==> src/rtl/sram_port_arb.sv <==
// Round-robin arbiter with burst lock giving NREQ requesters access to one single-port word SRAM.
// Optional wait-age preemption is compiled in with `define SRAM_ARB_AGE_EN.
module sram_port_arb #(
  parameter int NREQ     = 3,
  parameter int AW       = 14,
  parameter int DW       = 32,
  parameter int LOCK_MAX = 8,
  parameter int AGE_MAX  = 15
) (
  input  logic                   clk,
  input  logic                   rstn,
  input  logic [NREQ-1:0]        req,
  input  logic [NREQ-1:0]        lock,
  input  logic [NREQ*(DW/8)-1:0] we,
  input  logic [NREQ*AW-1:0]     addr,
  input  logic [NREQ*DW-1:0]     wdata,
  output logic [NREQ-1:0]        gnt,
  output logic [NREQ-1:0]        rvalid,
  output logic [DW-1:0]          rdata,
  output logic                   sram_cs,
  output logic [DW/8-1:0]        sram_we,
  output logic [AW-1:0]          sram_a,
  output logic [DW-1:0]          sram_di,
  input  logic [DW-1:0]          sram_do
);

  localparam int BW = DW / 8;
  localparam int PW = (NREQ > 2) ? $clog2(NREQ) : 1;
  localparam int CW = $clog2(LOCK_MAX + 1);

  if (NREQ < 2 || NREQ > 4) begin : g_bad_nreq
    $error("sram_port_arb: NREQ must be 2..4");
  end
  if (AGE_MAX < 1 || LOCK_MAX < 1) begin : g_bad_limits
    $error("sram_port_arb: AGE_MAX and LOCK_MAX must be at least 1");
  end

  logic [PW-1:0]   rr_ptr, rr_next;
  logic            lock_vld, lock_vld_next;
  logic [PW-1:0]   lock_own, lock_own_next;
  logic [CW-1:0]   lock_cnt, lock_cnt_next, cnt_inc;
  logic [NREQ-1:0] rv_q;
  logic            found, held;
  logic [PW-1:0]   win, win_inc;
  int              idx;

`ifdef SRAM_ARB_AGE_EN
  localparam int AGW = $clog2(AGE_MAX + 1);
  logic [AGW-1:0]  age_q [NREQ];
  logic [NREQ-1:0] aged;

  always_comb begin
    for (int i = 0; i < NREQ; i++) aged[i] = (age_q[i] == AGW'(AGE_MAX));
  end

  always_ff @(posedge clk) begin
    for (int i = 0; i < NREQ; i++) begin
      if (!rstn || !req[i] || gnt[i]) age_q[i] <= '0;
      else if (!aged[i])              age_q[i] <= age_q[i] + 1'b1;
    end
  end
`endif

  // Winner priority: saturated age (if built) > live lock owner > first request from rr_ptr.
  always_comb begin
    found = 1'b0;
    held  = 1'b0;
    win   = '0;
    idx   = 0;
`ifdef SRAM_ARB_AGE_EN
    for (int i = NREQ - 1; i >= 0; i--) begin
      if (aged[i]) begin
        found = 1'b1;
        win   = PW'(i);
      end
    end
`endif
    if (!found && lock_vld && req[lock_own]) begin
      found = 1'b1;
      held  = 1'b1;
      win   = lock_own;
    end
    if (!found) begin
      for (int k = 0; k < NREQ; k++) begin
        idx = int'(rr_ptr) + k;
        if (idx >= NREQ) idx = idx - NREQ;
        if (!found && req[idx]) begin
          found = 1'b1;
          win   = PW'(idx);
        end
      end
    end
    if (!rstn) begin
      found = 1'b0;
      held  = 1'b0;
    end
  end

  always_comb begin
    gnt = '0;
    if (found) gnt[win] = 1'b1;
    sram_cs = found;
    sram_a  = found ? addr[int'(win)*AW +: AW]  : '0;
    sram_we = found ? we[int'(win)*BW +: BW]    : '0;
    sram_di = found ? wdata[int'(win)*DW +: DW] : '0;
  end

  // Lock bookkeeping; the beat that reaches LOCK_MAX is granted, then rotation is forced.
  always_comb begin
    win_inc       = (win == PW'(NREQ - 1)) ? '0 : win + 1'b1;
    cnt_inc       = held ? lock_cnt + 1'b1 : CW'(1);
    rr_next       = rr_ptr;
    lock_vld_next = 1'b0;
    lock_own_next = lock_own;
    lock_cnt_next = '0;
    if (found) begin
      if (!held) rr_next = win_inc;
      if (lock[win]) begin
        if (cnt_inc >= CW'(LOCK_MAX)) begin
          rr_next = win_inc;
        end else begin
          lock_vld_next = 1'b1;
          lock_own_next = win;
          lock_cnt_next = cnt_inc;
        end
      end
    end
  end

  always_ff @(posedge clk) begin
    if (!rstn) begin
      rr_ptr   <= '0;
      lock_vld <= 1'b0;
      lock_own <= '0;
      lock_cnt <= '0;
      rv_q     <= '0;
    end else begin
      rr_ptr   <= rr_next;
      lock_vld <= lock_vld_next;
      lock_own <= lock_own_next;
      lock_cnt <= lock_cnt_next;
      rv_q     <= (|sram_we) ? '0 : gnt;
    end
  end

  // Gating with rstn keeps a read granted just before reset from returning during it.
  assign rvalid = rv_q & {NREQ{rstn}};
  assign rdata  = (|rvalid) ? sram_do : '0;

endmodule

==> config.mk <==
export PLATFORM = sky130hd
export DESIGN_NAME = sram_port_arb
export DESIGN_NICKNAME = d
export VERILOG_FILES = /design/src/rtl/sram_port_arb.sv
export SDC_FILE = /design/constraint.sdc
export NUM_CORES = 1
export LEC_CHECK = 0
export CELL_PAD_IN_SITES_DETAIL_PLACEMENT = 1
export CELL_PAD_IN_SITES_GLOBAL_PLACEMENT = 1
export CORE_MARGIN = 2
export CORE_UTILIZATION = 17
export DETAILED_ROUTE_END_ITERATION = 7
export GPL_TIMING_DRIVEN = 0
export HOLD_SLACK_MARGIN = 0.15
export PLACE_DENSITY_LB_ADDON = 0.12
export SLEW_MARGIN = 20
export SYNTH_ARGS = -nofsm -noshare
export SYNTH_HDL_FRONTEND = slang
export SYNTH_SLANG_ARGS = --single-unit
==> constraint.sdc <==
create_clock -name clk -period 3.7 [get_ports clk]
set_input_delay 0.74 -clock clk [delete_from_list [all_inputs] [get_ports clk]]
set_output_delay 0.74 -clock clk [all_outputs]
set_load 0.005 [all_outputs]
==> results of run 1 <==
==> registers in the layout, summed over array words and instances, names as in the netlist <==
| register | cells |
|---|---|
| lock_cnt | 4 |
| rv_q | 3 |
| lock_own | 2 |
| rr_ptr | 2 |
| lock_vld | 1 |
==> stage by stage <==
step                power, mW  TNS, ns  cell area (um2)  worst slack (ns)
floorplan                1.85        0             2390             0.366
global placement         3.30   -65.69             5400             -1.32
detailed placement       3.33   -67.00             5400             -1.35
CTS                      3.92        0             5730           0.00490
global route             4.56  -0.0525             5990           -0.0384
finish                   4.25        0             5990            0.0825
==> layout make-up <==
| cell class | count | area share |
|---|---|---|
| repair buffers | 301 | 0.460 |
| multi-input cells | 268 | 0.382 |
| plain buffers | 30 | 0.0593 |
| flip-flops and latches | 12 | 0.0413 |
| well taps | 180 | 0.0376 |
| clock buffers | 3 | 0.0125 |
| inverters | 12 | 0.00752 |
==> synth_stat cells (4+ instances only) <==
library cell  number  area [um2]
a211oi_1          46         345
and2_1             8        50.1
buf_2             15        75.1
buf_4              4        30.0
clkbuf_1           9        33.8
dfxtp_1           12         240
ha_1               4        50.1
inv_1             11        41.3
mux2i_1           52         521
nand2_1           13        48.8
nor2_1            52         195
nor2b_1           32         200
o221ai_1           4        35.0
==> logic make-up (layout without fill, tap and decap cells) <==
logic type,Yosys count,in the layout,share of synthesized area
AO/OA/AOI/OAI,81,81,0.288
XOR/XNOR,2,2,0.00732
adder cells (fa/ha/maj),4,4,0.0209
buffers and inverters,42,346,0.0831
flip-flops,12,12,0.100
multiplexers,55,55,0.232
other,1,1,0.00157
AND/OR/NAND/NOR,125,125,0.268
==> worst max path at each step <==
stage | depth (start not counted) | slack (ns) | endpoint | start
2_1_floorplan | 12 | 0.37 | sram_di[24] | rr_ptr[0]$_SDFFE_PN0P_
5_1_grt | 11 | -0.04 | sram_di[24] | req[1]
4_1_cts | 13 | 0.005 | sram_di[7] | rr_ptr[0]$_SDFFE_PN0P_
6_report | 12 | 0.08 | sram_a[0] | req[2]
3_3_place_gp | 12 | -1.32 | gnt[0] | req[2]
3_5_place_dp | 12 | -1.35 | gnt[0] | req[2]
==> power by group through the flow <==
stage	combinational (mW)	clock (mW)	sequential, mW
3_3_place_gp	3.10	0	0.195
3_5_place_dp	3.13	0	0.198
6_report	3.85	0.194	0.207
4_1_cts	3.52	0.197	0.199
2_1_floorplan	1.66	0	0.188
5_1_grt	4.14	0.203	0.212
==> metal layers <==
metal  GRT usage  vias to the layer above  part of all wire
met5           0                        -                 0
met4      0.0244                        0            0.0079
met3      0.0572                        6             0.095
met2       0.361                      183              0.55
met1       0.183                     1772              0.35
li1            -                     1785                 -
==> what timing repair did <==
item | in CTS | in global routing
resized for setup | 297 | 45
buffers inserted | 12 | 8
pin swaps | 13 | 19
endpoints found under the setup margin | 84 | 81
cloned | 1 | 2
endpoints found under the hold margin | 0 | 0
==> results.json, run 1 <==
{
  "status": "completed",
  "chipHeight_um": 123,
  "finalSetupViolCount": 0,
  "power_frac_seq": 0.049,
  "hold_ws_ns": 0.484,
  "synth_ff_type": "dfxtp_1",
  "routed_via_density": 4.65,
  "die_area_um2": 15000,
  "synthesis.area_um2": 2390,
  "tightest_slew_ns": 0.492,
  "worstReg2RegStart": "rr_ptr[1]$_SDFFE_PN0P_",
  "switching_share": 0.440,
  "numPortBuffers": 278,
  "dp_hpwl_um": 12200,
  "end_kind": "primary output",
  "required_ns": 2.96,
  "initial_utilization": 0.173,
  "yosysUniqueCellTypes": 55,
  "grt_pass1_vias": 3885,
  "async_reset_ff_frac": 0,
  "core_um2": 13800,
  "max_stage_delay_ns": 0.28,
  "mostFrequentLayoutCells": "223 x clkdlybuf4s50_1, 52 x nor2_1, 47 x buf_2, 43 x mux2i_1, 35 x a211oi_2",
  "crit_buf_inv": 5,
  "core.rowCount": 43,
  "worstHoldStart": "lock_cnt[0]$_SDFF_PP0_",
  "grt_pass1_wl_um": 20900,
  "crit_fanout": 10,
  "cts_tree": "built",
  "dp_cells": 780,
  "multi_input_area_um2": 2290,
  "syn_nets": 516,
  "finalHoldViolations": 0,
  "cp_slowest_cell": "mux2_2",
  "crit_path_start_kind": "input port",
  "synth-edff-count": 0,
  "critical_path.top_delay_family": "buffers and inverters",
  "drc_errors": 0,
  "cpMostUsedCell": "mux2_2",
  "gr-usage-all-layers": 0.180,
  "diodes": 0,
  "clk_pin_slew_ns": 0.04,
  "numCtsBuffers": 3,
  "htreeDepth": 1,
  "finalCriticalPeriod_ns": 3.62,
  "area_delta_synth_final_pct": 150,
  "ys_warn_count": 0,
  "cts_hold_buf": 0,
  "synth-seq-cells": 12,
  "syn_avg_cell_area_um2": 7.43,
  "clock_power_share": 0.046,
  "worst_hold_path.num_cells": 1,
  "cts_root_buf": "clkbuf_16",
  "wl_per_cell_um": 18.5,
  "fmax_mhz": 276,
  "finalNonFillerCells": 806,
  "via_count": 3746,
  "grt_antenna_before_repair": 0,
  "drive_gt1_frac": 0.288,
  "p_switching_mw": 1.87,
  "arrival_ns": 2.88,
  "drt-total-wl_um": 14900,
  "utilization": 0.433,
  "rr_worst_depth": 13,
  "grt_max_degree": 11,
  "slew_headroom": 0.670,
  "ant_nets": 0,
  "grt-ovfl-total": 0,
  "maxSlewViolCount": 0,
  "drtIter0Drc": 51,
  "rrSetupSlack_ns": 0.67,
  "worstSetupPathType": "in2out",
  "power_frac_comb": 0.906,
  "p_per_area_nw_per_um2": 709,
  "drtPass1Iterations": 4,
  "clkSinkCount": 12,
  "hp-class": "reg2reg",
  "timing.rr.end": "rv_q[2]$_SDFF_PP0_",
  "io_pins": 279,
  "crit_path_cell_trace": "clkbuf_4 > mux2_2 > mux2_2 > and2_1 > buf_6 > nand2_4 > o21a_4 > buf_12 > bufbuf_16 > nor2_1 > a211oi_2 > buf_2",
  "p_leak_nw": 2.56,
  "cts_buffer_depth": 2,
  "syn_inst": 322,
  "maxCapViolations": 0,
  "final_nets": 822,
  "period_share": 0.978,
  "seqCellArea_um2": 248,
  "clock_latency_ns": 0.24,
  "peakVddDrop_uv": 232,
  "p_int_mw": 2.38,
  "layout_commonest_cell": "clkdlybuf4s50_1",
  "fp.dieW_um": 123,
  "whs_endpoint": "lock_cnt[0]$_SDFF_PP0_",
  "finClkSkew_ns": 0.000618,
  "fill_cells": 1659,
  "synth_seq_area_share": 0.100,
  "gp_congestion": 0.827
}
Power figures use the tool's default switching activity.
==> inputs of run 2 (changes only) <==
--- a/config.mk
+++ b/config.mk
@@ -5,10 +5,11 @@
 export SDC_FILE = /design/constraint.sdc
 export NUM_CORES = 1
 export LEC_CHECK = 0
+export ABC_AREA = 1
 export CELL_PAD_IN_SITES_DETAIL_PLACEMENT = 1
 export CELL_PAD_IN_SITES_GLOBAL_PLACEMENT = 1
 export CORE_MARGIN = 2
-export CORE_UTILIZATION = 17
+export CORE_UTILIZATION = 15
 export DETAILED_ROUTE_END_ITERATION = 7
 export GPL_TIMING_DRIVEN = 0
 export HOLD_SLACK_MARGIN = 0.15
==> run 2 against run 1 <==
  * Non-clock buffer count down 11
  * Setup slack better by 0.071 ns
  * Fmax grew 2.0%
  * Synthesized cell count up 35%
  * Area after synthesis shrank 1.7%
  * Critical path depth grew 6
  * Sequential share of layout area increased by 0.19 points
  * Count of clock-buffer cells in the layout grew 1
  * Die area rose by 11%
  * Sequential power is 4% lower
==> results.json, run 2 <==
{
  "status": "completed",
  "peakVddDrop_uv": 428,
  "dp_hpwl_um": 12800,
  "finalSetupTns_ns": 0,
  "numCtsBuffers": 3,
  "maxSlewViolCount": 0,
  "synth-seq-cells": 12,
  "hp-class": "reg2reg",
  "diodes": 0,
  "grt_antenna_before_repair": 0,
  "largest_register_ffs": 4,
  "grt_max_degree": 11,
  "crit_path_start_kind": "input port",
  "startpoint": "req[0]",
  "clkSinkCount": 12,
  "arrival_ns": 2.81,
  "grt_pass1_wl_um": 22000,
  "netlist_top_cells_area": "nand2_1 31%, dfxtp_1 10%, inv_1 9.3%, nand3_1 6.8%, a31oi_2 5.3%",
  "die_area_um2": 16700,
  "routed_via_density": 4.18,
  "total_power_mw": 6.01,
  "gp_congestion": 0.766,
  "worstReg2RegStart": "rr_ptr[0]$_SDFFE_PN0P_",
  "syn_inst": 435,
  "cts_buffer_depth": 2,
  "grt-ovfl-total": 0,
  "syn_nets": 629,
  "synth-edff-count": 0,
  "synth_top_area_cell": "nand2_1",
  "yosysUniqueCellTypes": 36,
  "synth_top_area_frac": 0.306,
  "layout_commonest_cell": "clkdlybuf4s50_1",
  "finalCriticalPeriod_ns": 3.55,
  "fp.dieW_um": 129,
  "gr-usage-all-layers": 0.166,
  "core_um2": 15300,
  "async_reset_ff_frac": 0,
  "initial_utilization": 0.154,
  "fmax_mhz": 282,
  "synth_seq_area_share": 0.102,
  "worstSetupPathType": "in2out",
  "drtPass1Iterations": 4,
  "numPortBuffers": 277,
  "fill_cells": 1981,
  "final_nets": 931,
  "wl_per_cell_um": 15.6,
  "crit_fanout": 8,
  "tightest_slew_ns": 0.778,
  "drtIter0Drc": 94,
  "finalHoldViolations": 0,
  "ys_warn_count": 0,
  "ant_nets": 0,
  "chipHeight_um": 129,
  "drt-total-wl_um": 14800,
  "syn_avg_cell_area_um2": 5.41,
  "p_leak_nw": 2.68,
  "cts_root_buf": "clkbuf_16",
  "clk_pin_slew_ns": 0.05,
  "worstHoldStart": "lock_cnt[0]$_SDFF_PP0_",
  "finalSetupViolCount": 0,
  "regMostFlops": "lock_cnt",
  "slew_headroom": 0.482,
  "yosysMostFrequentCell": "nand2_1",
  "clock_latency_ns": 0.24,
  "synthesis.area_um2": 2350,
  "io_pins": 279,
  "reg.largest.list": "lock_cnt (4), rv_q (3)",
  "end_kind": "primary output",
  "hold_ws_ns": 0.469,
  "cts_hold_buf": 0,
  "rsz0062_at_grt": "yes",
  "drc_errors": 0,
  "maxCapViolations": 0,
  "area_delta_synth_final_pct": 137,
  "drive_gt1_frac": 0.175,
  "required_ns": 2.96,
  "mostFrequentLayoutCells": "224 x clkdlybuf4s50_1, 190 x nand2_1, 56 x inv_1, 32 x nand3_1, 28 x clkbuf_2",
  "core.rowCount": 45,
  "cts_tree": "built",
  "period_share": 0.958,
  "finClkSkew_ns": 0.00479,
  "yosys-top-cells-count": "192 x nand2_1, 58 x inv_1, 32 x nand3_1",
  "htreeDepth": 1,
  "synth_ff_type": "dfxtp_1",
  "p_per_area_nw_per_um2": 1080,
  "grt_pass1_vias": 4225,
  "via_count": 3961
}
-- run 2: cell count changes in the layout (fill, tap and decap cells not counted), sizes merged, moves of 24 or more --
cell    change
a31oi      +25
nand3      +33
a211oi     -47
inv        +56
nor2b      -32
mux2i      -52
clkbuf     +24
nand2     +197
buf        -50
nor2       -38
-- run 2: timing repair --
item	CTS	global route
endpoints found under the setup margin	53	44
pin swaps	5	4
gates resized for setup	91	63
hold endpoints to repair	0	0
setup buffers	19	1
cloned	0	0
-- run 2: where the power goes --
part	leakage [nW]	internal [mW]	switching, mW
Combinational	2.53	2.61	2.98
Clock	0.0442	0.163	0.0593
Sequential	0.0987	0.171	0.0282
-- run 2: logic make-up after synthesis --
| logic type | Yosys count | share of synthesized area |
|---|---|---|
| simple gates | 268 | 0.515 |
| buf+inv | 92 | 0.174 |
| xor+xnor | 2 | 0.00744 |
| fa+ha+maj | 4 | 0.0213 |
| compound gates | 56 | 0.179 |
| flops | 12 | 0.102 |
| other cells | 1 | 0.00159 |
-- run 2: path summary, 6_finish.rpt --
kind	endpoint	slack (ns)	cells past startpoint
worst min-delay path	lock_cnt[0]$_SDFF_PP0_	0.47	1
worst min register to register	lock_cnt[0]$_SDFF_PP0_	0.47	1
worst max-delay path	sram_di[16]	0.15	18
worst max register to register	lock_own[0]$_SDFFE_PN0P_	1.21	21
-- run 2: area by class of cell --
type | count | area [um2] | share of cell area
clock buffer | 4 | 88.8 | 0.0159
inverter | 69 | 272 | 0.0487
buffer | 23 | 195 | 0.0350
timing repair buffer | 297 | 2780 | 0.498
sequential | 12 | 241 | 0.0433
multi-input combinational | 331 | 1740 | 0.312
tap | 211 | 264 | 0.0473
-- run 2: metrics by stage --
step	util	setup WS [ns]	std cells	cell area [um2]
after global placement	0.353	-0.567	923	5390
after global routing	0.366	-0.0712	947	5580
after detailed placement	0.353	-0.612	923	5390
after floorplan	-	0.836	435	2350
after CTS	0.372	-0.00984	946	5670
final	0.366	0.154	947	5580
-- run 2: worst max-delay path, stage by stage --
cell,delay [ns]
dlygate4sd2_1,0.25
inv_2,0.08
nand2_1,0.05
nand3_1,0.06
nand2_1,0.08
nand2_4,0.12
nand3_1,0.10
nand3_1,0.09
nand2_1,0.08
nand2_4,0.12
inv_4,0.06
nor2_8,0.14
buf_8,0.13
buf_4,0.11
buf_4,0.10
a22oi_1,0.06
o21ai_0,0.22
clkbuf_2,0.17
-- run 2: per-layer routing --
metal,global-route usage,share of wire,wire length [um]
met3,0.0462,0.096,1410
met4,0.0153,0.0035,52
met2,0.351,0.55,8120
met5,0,0,0
met1,0.163,0.35,5190
==> inputs of run 3 (changes only) <==
--- a/config.mk
+++ b/config.mk
@@ -8,7 +8,7 @@
 export ABC_AREA = 1
 export CELL_PAD_IN_SITES_DETAIL_PLACEMENT = 1
 export CELL_PAD_IN_SITES_GLOBAL_PLACEMENT = 1
-export CORE_MARGIN = 2
+export CORE_MARGIN = 3
 export CORE_UTILIZATION = 15
 export DETAILED_ROUTE_END_ITERATION = 7
 export GPL_TIMING_DRIVEN = 0
==> run 3 against run 2 <==
  * Non-clock buffer count grew 1
  * Critical path type unchanged
  * Highest routed layer unchanged
  * Flip-flop and latch count is the same
  * Combinational power grew 3%
  * First-iteration DRC count grew 2.1%
  * Fmax grew 0.29%
  * Clock power shrank 3%
==> results.json, run 3 (synthesis gave the netlist of run 2 again) <==
{
  "mostFrequentLayoutCells": "224 x clkdlybuf4s50_1, 189 x nand2_1, 56 x inv_1, 32 x nand3_1, 25 x buf_4",
  "crit_path_cell_trace": "dlygate4sd2_1 > nand2_1 > nand2_2 > nand3_4 > nand2_4 > nand3_1 > nand3_1 > nand2_1 > nand2_4 > inv_4 > nor2_8 > buf_6 > buf_4 > nand2_1 > a31oi_1 > dlygate4sd2_1",
  "gp_congestion": 0.816,
  "finalHoldViolations": 0,
  "met3WireLength_um": 1350,
  "wl_per_cell_um": 16.4,
  "cts_tree": "built",
  "largest_register_ffs": 4,
  "worstHoldStart": "lock_cnt[0]$_SDFF_PP0_",
  "initial_utilization": 0.154,
  "cts_root_buf": "clkbuf_16",
  "maxCapViolations": 0,
  "cpMostUsedCell": "nand2_1",
  "switching_share": 0.503,
  "drtIter0Drc": 96,
  "reg.largest.list": "lock_cnt (4), rv_q (3)",
  "final_nets": 932,
  "maxSlewViolCount": 0,
  "dp_hpwl_um": 13100,
  "core_um2": 15300,
  "clk_pin_slew_ns": 0.04,
  "clock_power_share": 0.035,
  "worst_hold_path.num_cells": 1,
  "p_per_area_nw_per_um2": 1100,
  "fmax_mhz": 283,
  "regMostFlops": "lock_cnt",
  "worstReg2RegStart": "rr_ptr[0]$_SDFFE_PN0P_",
  "drtPass1Iterations": 4,
  "cp_slowest_cell": "dlygate4sd2_1",
  "layout_commonest_cell": "clkdlybuf4s50_1",
  "drt-total-wl_um": 15500,
  "io_pins": 279,
  "hp-class": "reg2reg",
  "crit_fanout": 8,
  "clkSinkCount": 12,
  "rr_worst_depth": 20,
  "grt_max_degree": 11,
  "max_stage_delay_ns": 0.29,
  "finalCriticalPeriod_ns": 3.54,
  "power_frac_seq": 0.032,
  "drc_errors": 0,
  "period_share": 0.956,
  "diodes": 0,
  "via_count": 4049,
  "end_kind": "primary output",
  "p_int_mw": 3.07,
  "tightest_slew_ns": 0.710,
  "die_area_um2": 17200,
  "worstSetupPathType": "in2out",
  "clock_latency_ns": 0.24,
  "required_ns": 2.96,
  "arrival_ns": 2.80,
  "finClkSkew_ns": 0.00314,
  "peakVddDrop_uv": 466,
  "slew_headroom": 0.527,
  "highest_layer": "met4",
  "fill_cells": 1962,
  "grt_pass1_vias": 4405,
  "routed_via_density": 4.27,
  "core.rowCount": 45,
  "timing.rr.end": "rv_q[2]$_SDFF_PP0_",
  "grt-ovfl-total": 0,
  "p_switching_mw": 3.10,
  "area_delta_synth_final_pct": 138,
  "status": "completed",
  "power_frac_comb": 0.933,
  "utilization": 0.368,
  "gr-usage-all-layers": 0.170,
  "htreeDepth": 1,
  "ant_nets": 0,
  "numCtsBuffers": 3,
  "grt_pass1_wl_um": 23800,
  "fp.dieW_um": 131,
  "finalSetupViolCount": 0,
  "wl_met2_um": 8150,
  "p_leak_nw": 2.69,
  "hold_ws_ns": 0.470,
  "cts_buffer_depth": 2,
  "drive_gt1_frac": 0.168,
  "wl_met1_um": 5910,
  "whs_endpoint": "lock_cnt[0]$_SDFF_PP0_",
  "grt_antenna_before_repair": 0,
  "chipHeight_um": 131,
  "numPortBuffers": 277,
  "startpoint": "req[2]",
  "crit_path_start_kind": "input port",
  "rrSetupSlack_ns": 1.16
}
## run 3: cell types whose count changed in the layout (fill, tap and decap cells not counted), sizes merged
cell / change
dlygate4sd1: +1
clkbuf: -8
dlygate4sd2: +5
clkdlybuf4s15: +1
buf: +1
bufbuf: +1
## run 3: timing repair
| item | CTS | global route |
|---|---|---|
| pin swaps | 7 | 6 |
| setup endpoints to repair | 53 | 47 |
| buffers inserted | 22 | 1 |
| hold buffers | 0 | 0 |
| endpoints found under the hold margin | 0 | 0 |
| cloned | 1 | 0 |
| gates resized for setup | 80 | 63 |
## run 3: how the worst max path moves through the flow
stage,end,slack [ns],cells past startpoint
detailed placement,sram_a[6],-0.62,13
global placement,sram_a[6],-0.62,13
finish,sram_a[4],0.16,16
global route,sram_a[4],-0.003,17
CTS,sram_di[27],0.002,17
floorplan,sram_di[13],0.84,14
## run 3: power by group through the flow
stage / clock, mW / sequential (mW) / combinational (mW)
final: 0.216 / 0.199 / 5.75
after global routing: 0.227 / 0.203 / 6.37
after CTS: 0.218 / 0.198 / 5.93
after global placement: 0 / 0.199 / 5.21
after floorplan: 0 / 0.191 / 2.87
after detailed placement: 0 / 0.200 / 5.25
## run 3: stage by stage
stage | std cells | setup TNS, ns | power [mW] | area, um2 | worst slack (ns)
5_1_grt | 948 | -0.00331 | 6.80 | 5610 | -0.00331
3_5_place_dp | 923 | -25.27 | 5.45 | 5390 | -0.623
6_report | 948 | 0 | 6.17 | 5610 | 0.164
4_1_cts | 950 | 0 | 6.34 | 5680 | 0.00223
3_3_place_gp | 923 | -24.45 | 5.40 | 5390 | -0.624
2_1_floorplan | 435 | 0 | 3.06 | 2350 | 0.836
## run 3: area by class of cell
cell class                 instances  area (um2)  area share
clock buffer                       4        88.8      0.0158
sequential                        12         241      0.0430
tap                              211         264      0.0470
timing repair buffer             301        2840       0.506
buffer                            20         173      0.0308
multi-input combinational        331        1740       0.309
inverter                          69         272      0.0484
## run 3: critical path, delay by kind of cell
kind	cells	cell delay, ns
AO/OA/AOI/OAI	1	0.12
buffers and inverters	5	0.90
AND/OR/NAND/NOR	10	1.01
## run 3: metal layers
layer,vias to the layer above,GRT usage
li1,1970,-
met1,1866,0.183
met2,205,0.337
met3,8,0.0486
met4,0,0.0204
met5,-,0
==> edit 1 (settings of run 3) <==
Build with the macro `SRAM_ARB_AGE_EN` defined.
--- a/src/rtl/sram_port_arb.sv
+++ b/src/rtl/sram_port_arb.sv
@@ -1,5 +1,7 @@
 // Round-robin arbiter with burst lock giving NREQ requesters access to one single-port word SRAM.
 // Optional wait-age preemption is compiled in with `define SRAM_ARB_AGE_EN.
+`define SRAM_ARB_AGE_EN
+
 module sram_port_arb #(
   parameter int NREQ     = 3,
   parameter int AW       = 14,
Formal check against the unedited RTL: no difference found for any inputs over 4 cycles, from zero or initial values and one cycle with rstn low; that may be too few to reach the edited logic, so the function may still have changed.
==> edit 1 against run 3 <==
Count of clock-buffer cells in the layout is 1 lower; register-to-register slack worse by 0.08 ns; total power is 8.9% lower; non-clock buffer count is 20 higher; sequential cell count is 12 higher; area after synthesis is 23% higher; via count is 6.6% higher; highest routed layer unchanged; final area is 18% higher; synthesized cell count is 13% higher; routed wire length is 11% higher; setup slack worse by 0.15 ns; clock power is 44% higher; critical endpoint is now sram_di[22].
==> edit 1: results (changes against run 3) <==
* Area contributors post-synth: nand2_1 (28%), edfxtp_1 (12%), inv_1 (8.6%)
* Pin count of the biggest net entering global routing at 15 (+4)
* Synth Flop Type: edfxtp_1
* Post-CTS setup buffers at 25 (+14%)
* Sw Share at 46.5% (-3.8 points)
* First-pass GRT wire length at 24900 um (+4.7%)
* CP Launch Point: age_q[2][0]
* DP HPWL at 14900 um (+13%)
* Post-synth EDFFs at 12 (+12)
* Filler instances at 2341 (+19%)
* Synth Area in XOR/XNOR at 2.12% (+1.4 points)
* Clk Latency, worst-skew pair at 0.26 ns (+0.02 ns)
* Register area share after synthesis at 20.8% (+11 points)
* Critical-path top delay cell: clkdlybuf4s50_1
* Via count at 4317 (+6.6%)
* Wire per inst at 16.0 um (-2.2%)
* Reg clk slew, reported paths at 0.06 ns (+0.02 ns)
* Share of post-route cells with drive strength above 1 at 17.3% (+0.51 points)
* Total placed cells including tap cells at 1032 (+12%)
* Comb. pwr at 4.93 mW (-14%)
* Place WS at -0.869 ns (-0.246 ns)
* Worst EP arrival at 2.95 ns (+0.15 ns)
* Clock skew at 0.00147 ns (-0.00167 ns)
* Worst vdd ir at 0.395 mV (-15%)
* CP max FO at 5 (-3)
* Largest regs: age_q x12, lock_cnt x4, rv_q x3
* GR Util All Layers at 15.2% (-1.9 points)
* Compound-Gate Fraction of Synth Area at 12.8% (-5.0 points)
* Post-synthesis adder-cell area fraction at 2.60% (+0.47 points)
* Commonest cells post-synth: nand2_1 (213), inv_1 (66), nand3_1 (46), nor2_1 (25), a22oi_1 (19)
* Internal power at 3.01 mW (-2.0%)
* Die area at 0.0210 mm2 (+22%)
* Outcome: finished, final reports clean
==> edit 1: cell count changes after synthesis, sizes merged, moves of 11 or more <==
cell and delta:
a22oi +18, edfxtp +12, a31oi -25, nand3 +17, nor2 +17, nand2 +11
==> edit 1: final cells by class <==
cell class / instances / area (um2) / share of cell area, %
multi-input combinational: 374 / 2000 / 30.2
timing repair buffer: 320 / 3080 / 46.5
buffer: 21 / 221 / 3.34
sequential: 24 / 606 / 9.14
clock buffer: 3 / 75.1 / 1.13
clock inverter: 1 / 30.0 / 0.453
inverter: 76 / 290 / 4.38
tap: 260 / 325 / 4.91
==> edit 1: final timing paths <==
path | endpoint | slack (ns)
worst min-delay path | lock_cnt[0] | 0.49
worst max register to register | age_q[2][0] | 1.08
worst max-delay path | sram_di[22] | 0.01
worst min register to register | lock_cnt[0] | 0.49
==> edit 1: layer usage <==
metal / routed length (um) / track usage, %
met4: 138 / 2.31
met5: 0 / 0
met3: 1350 / 4.86
met2: 9250 / 27.7
met1: 6560 / 17.6
==> edit 2 (flow settings as in run 3) <==
Made on the original files. Set the parameter `LOCK_MAX` to 4 (it was 8).
--- a/src/rtl/sram_port_arb.sv
+++ b/src/rtl/sram_port_arb.sv
@@ -4,7 +4,7 @@
   parameter int NREQ     = 3,
   parameter int AW       = 14,
   parameter int DW       = 32,
-  parameter int LOCK_MAX = 8,
+  parameter int LOCK_MAX = 4,
   parameter int AGE_MAX  = 15
 ) (
   input  logic                   clk,
Function: changed (Yosys sat finds a counterexample within 10 cycles, from zero or initial values and one cycle with rstn low).
==> edit 2 against run 3 <==
Highest routed layer unchanged; area after synthesis shrank 2.2%; clock power shrank 9.7%; non-clock buffer count grew 4; sequential cell count shrank 1; die area shrank 2.1%; final area grew 2.5%; routed wire length shrank 4.0%; critical endpoint is now gnt[0]; total power shrank 11%; via count shrank 0.49%; setup slack lost 0.030 ns.
==> edit 2: results (changes against run 3) <==
* Critical-path top delay cell: clkdlybuf4s50_1
* Commonest cells post-synth: nand2_1 (193), inv_1 (58), nand3_1 (42), a31oi_1 (28)
* CP top delay family: buffers and inverters
* Final wirelength at 14900 um (-4.0%)
* Clk Latency, worst-skew pair at 0.24 ns (about the same)
* Number of global-route vias before repair at 4246 (-3.6%)
* Area contributors post-synth: nand2_1 (31%), dfxtp_1 (9.6%), inv_1 (9.5%)
* GPL Wtd Cong at 0.811 (-0.65%)
* First DRT Iteration DRCs at 68 (-29%)
* Worst vdd ir at 0.536 mV (+15%)
* Register area share after synthesis at 9.57% (-0.64 points)
* Post-Layout Cell Count at 927 (-2.2%)
* Post-synth ARST share at 0% (unchanged)
* Avg Cell Area, Syn at 5.28 um2 (-2.4%)
* DP HPWL at 12600 um (-4.1%)
* Leak at 2.77 nW (+2.8%)
* GR Util All Layers at 16.4% (-0.67 points)
* Share of post-route cells with drive strength above 1 at 17.9% (+1.1 points)
* IO buf count at 277 (unchanged)
* Synth Flop Type: dfxtp_1
* Total placed cells including tap cells at 897 (-2.8%)
* Via count at 4029 (-0.49%)
* NetSw at 2.63 mW (-15%)
* Outcome: finished, final reports clean
* Clock skew at 0.00233 ns (-0.000813 ns)
* Mapped Nets at 630 (+0.16%)
* Worst EP arrival at 2.83 ns (+0.03 ns)
* Worst path max stage delay at 0.51 ns (+0.22 ns)
* Reg clk slew, reported paths at 0.04 ns (about the same)
* Largest regs: lock_cnt x3, rv_q x3
* First-pass detailed-route iteration total at 6 (+2)
* First-pass GRT wire length at 21900 um (-7.7%)
* CP max FO at 6 (-2)
* Initial antenna violation count at 0 (unchanged)
* Fin nets at 937 (+0.54%)
* Post-synthesis cell type count at 28 (-22%)
* Filler instances at 1897 (-3.3%)
[edit 2: cell count changes after synthesis, sizes merged, moves of 3 or more]
cell           run 3  this run
a21oi             14         5
a22oi             11         8
buf               15        20
clkbuf             8         3
nand3             35        50
o21ai              3         9
[edit 2: repair_timing]
action | CTS | global route
hold buffers | 0 | 0
cloned | 2 | 0
setup endpoints to repair | 54 | 51
buffers inserted | 20 | 3
resized for setup | 145 | 39
pin swaps | 13 | 13
[edit 2: per-stage QoR]
step | hold slack [ns] | setup slack [ns] | instance area [um2]
after global routing | 0.511 | -0.0426 | 5750
after floorplan | 0.415 | 0.757 | 2300
after CTS | 0.463 | 0.000320 | 5670
after detailed placement | 0.458 | -0.714 | 5310
after global placement | 0.428 | -0.664 | 5310
final | 0.462 | 0.134 | 5760
[edit 2: layout make-up]
cell class | instances | area share (%)
multi-input combinational | 335 | 31.2
sequential | 11 | 3.91
clock buffer | 4 | 1.37
inverter | 67 | 4.59
antenna | 1 | 0.0435
timing repair buffer | 302 | 51.0
tap | 184 | 4.00
buffer | 23 | 3.89
[edit 2: worst register-to-register path: stages, from the launching register on]
cell	delay, ns
dfxtp_4	0.37
inv_2	0.06
ha_4	0.30
inv_2	0.06
nand2_1	0.07
nand3_2	0.08
nand2_4	0.11
inv_4	0.06
nand2_1	0.07
nand2_2	0.06
nand3_2	0.08
nand3_2	0.13
nand2_4	0.14
nor2_4	0.07
buf_8	0.12
buf_4	0.14
buf_12	0.13
nand2_1	0.07
nand3_2	0.08
nand2_4	0.08
nand2_4	0.06
nor3_2	0.17
[edit 2: final timing paths]
kind / slack (ns) / start / to / cells past startpoint
setup / recovery: 0.13 / rr_ptr[0] / gnt[0] / 18
setup reg to reg: 1.12 / rr_ptr[0] / rv_q[2] / 21
hold / removal: 0.46 / lock_cnt[0] / lock_cnt[0] / 1
hold reg to reg: 0.46 / lock_cnt[0] / lock_cnt[0] / 1
[edit 2: kinds of logic (layout without fill, tap and decap cells)]
family / after synthesis / in the layout / synth area share, %
AOI/OAI and AO/OA: 50 / 50 / 13.4
xor gates and xnor gates: 1 / 1 / 0.381
adders and majority gates: 4 / 4 / 2.17
buffers and inverters: 90 / 396 / 17.9
DFF: 11 / 11 / 9.57
other: 1 / 2 / 0.163
and+or+nand+nor: 279 / 279 / 56.4
[edit 2: power by group through the flow]
stage               Sequential [mW]  Clock [mW]  Combinational, mW
floorplan                     0.172           0               2.25
global placement              0.178           0               4.24
detailed placement            0.180           0               4.31
CTS                           0.181       0.201               5.05
global route                  0.192       0.209               5.65
finish                        0.187       0.195               5.13
[edit 2: routing by layer]
layer / vias to the layer above / track usage [%] / wire (um)
met3: 10 / 5.61 / 1520
met4: 0 / 2.32 / 183
met1: 1848 / 16.5 / 5060
li1: 1990 / - / -
met2: 181 / 32.8 / 8160
met5: - / 0 / 0
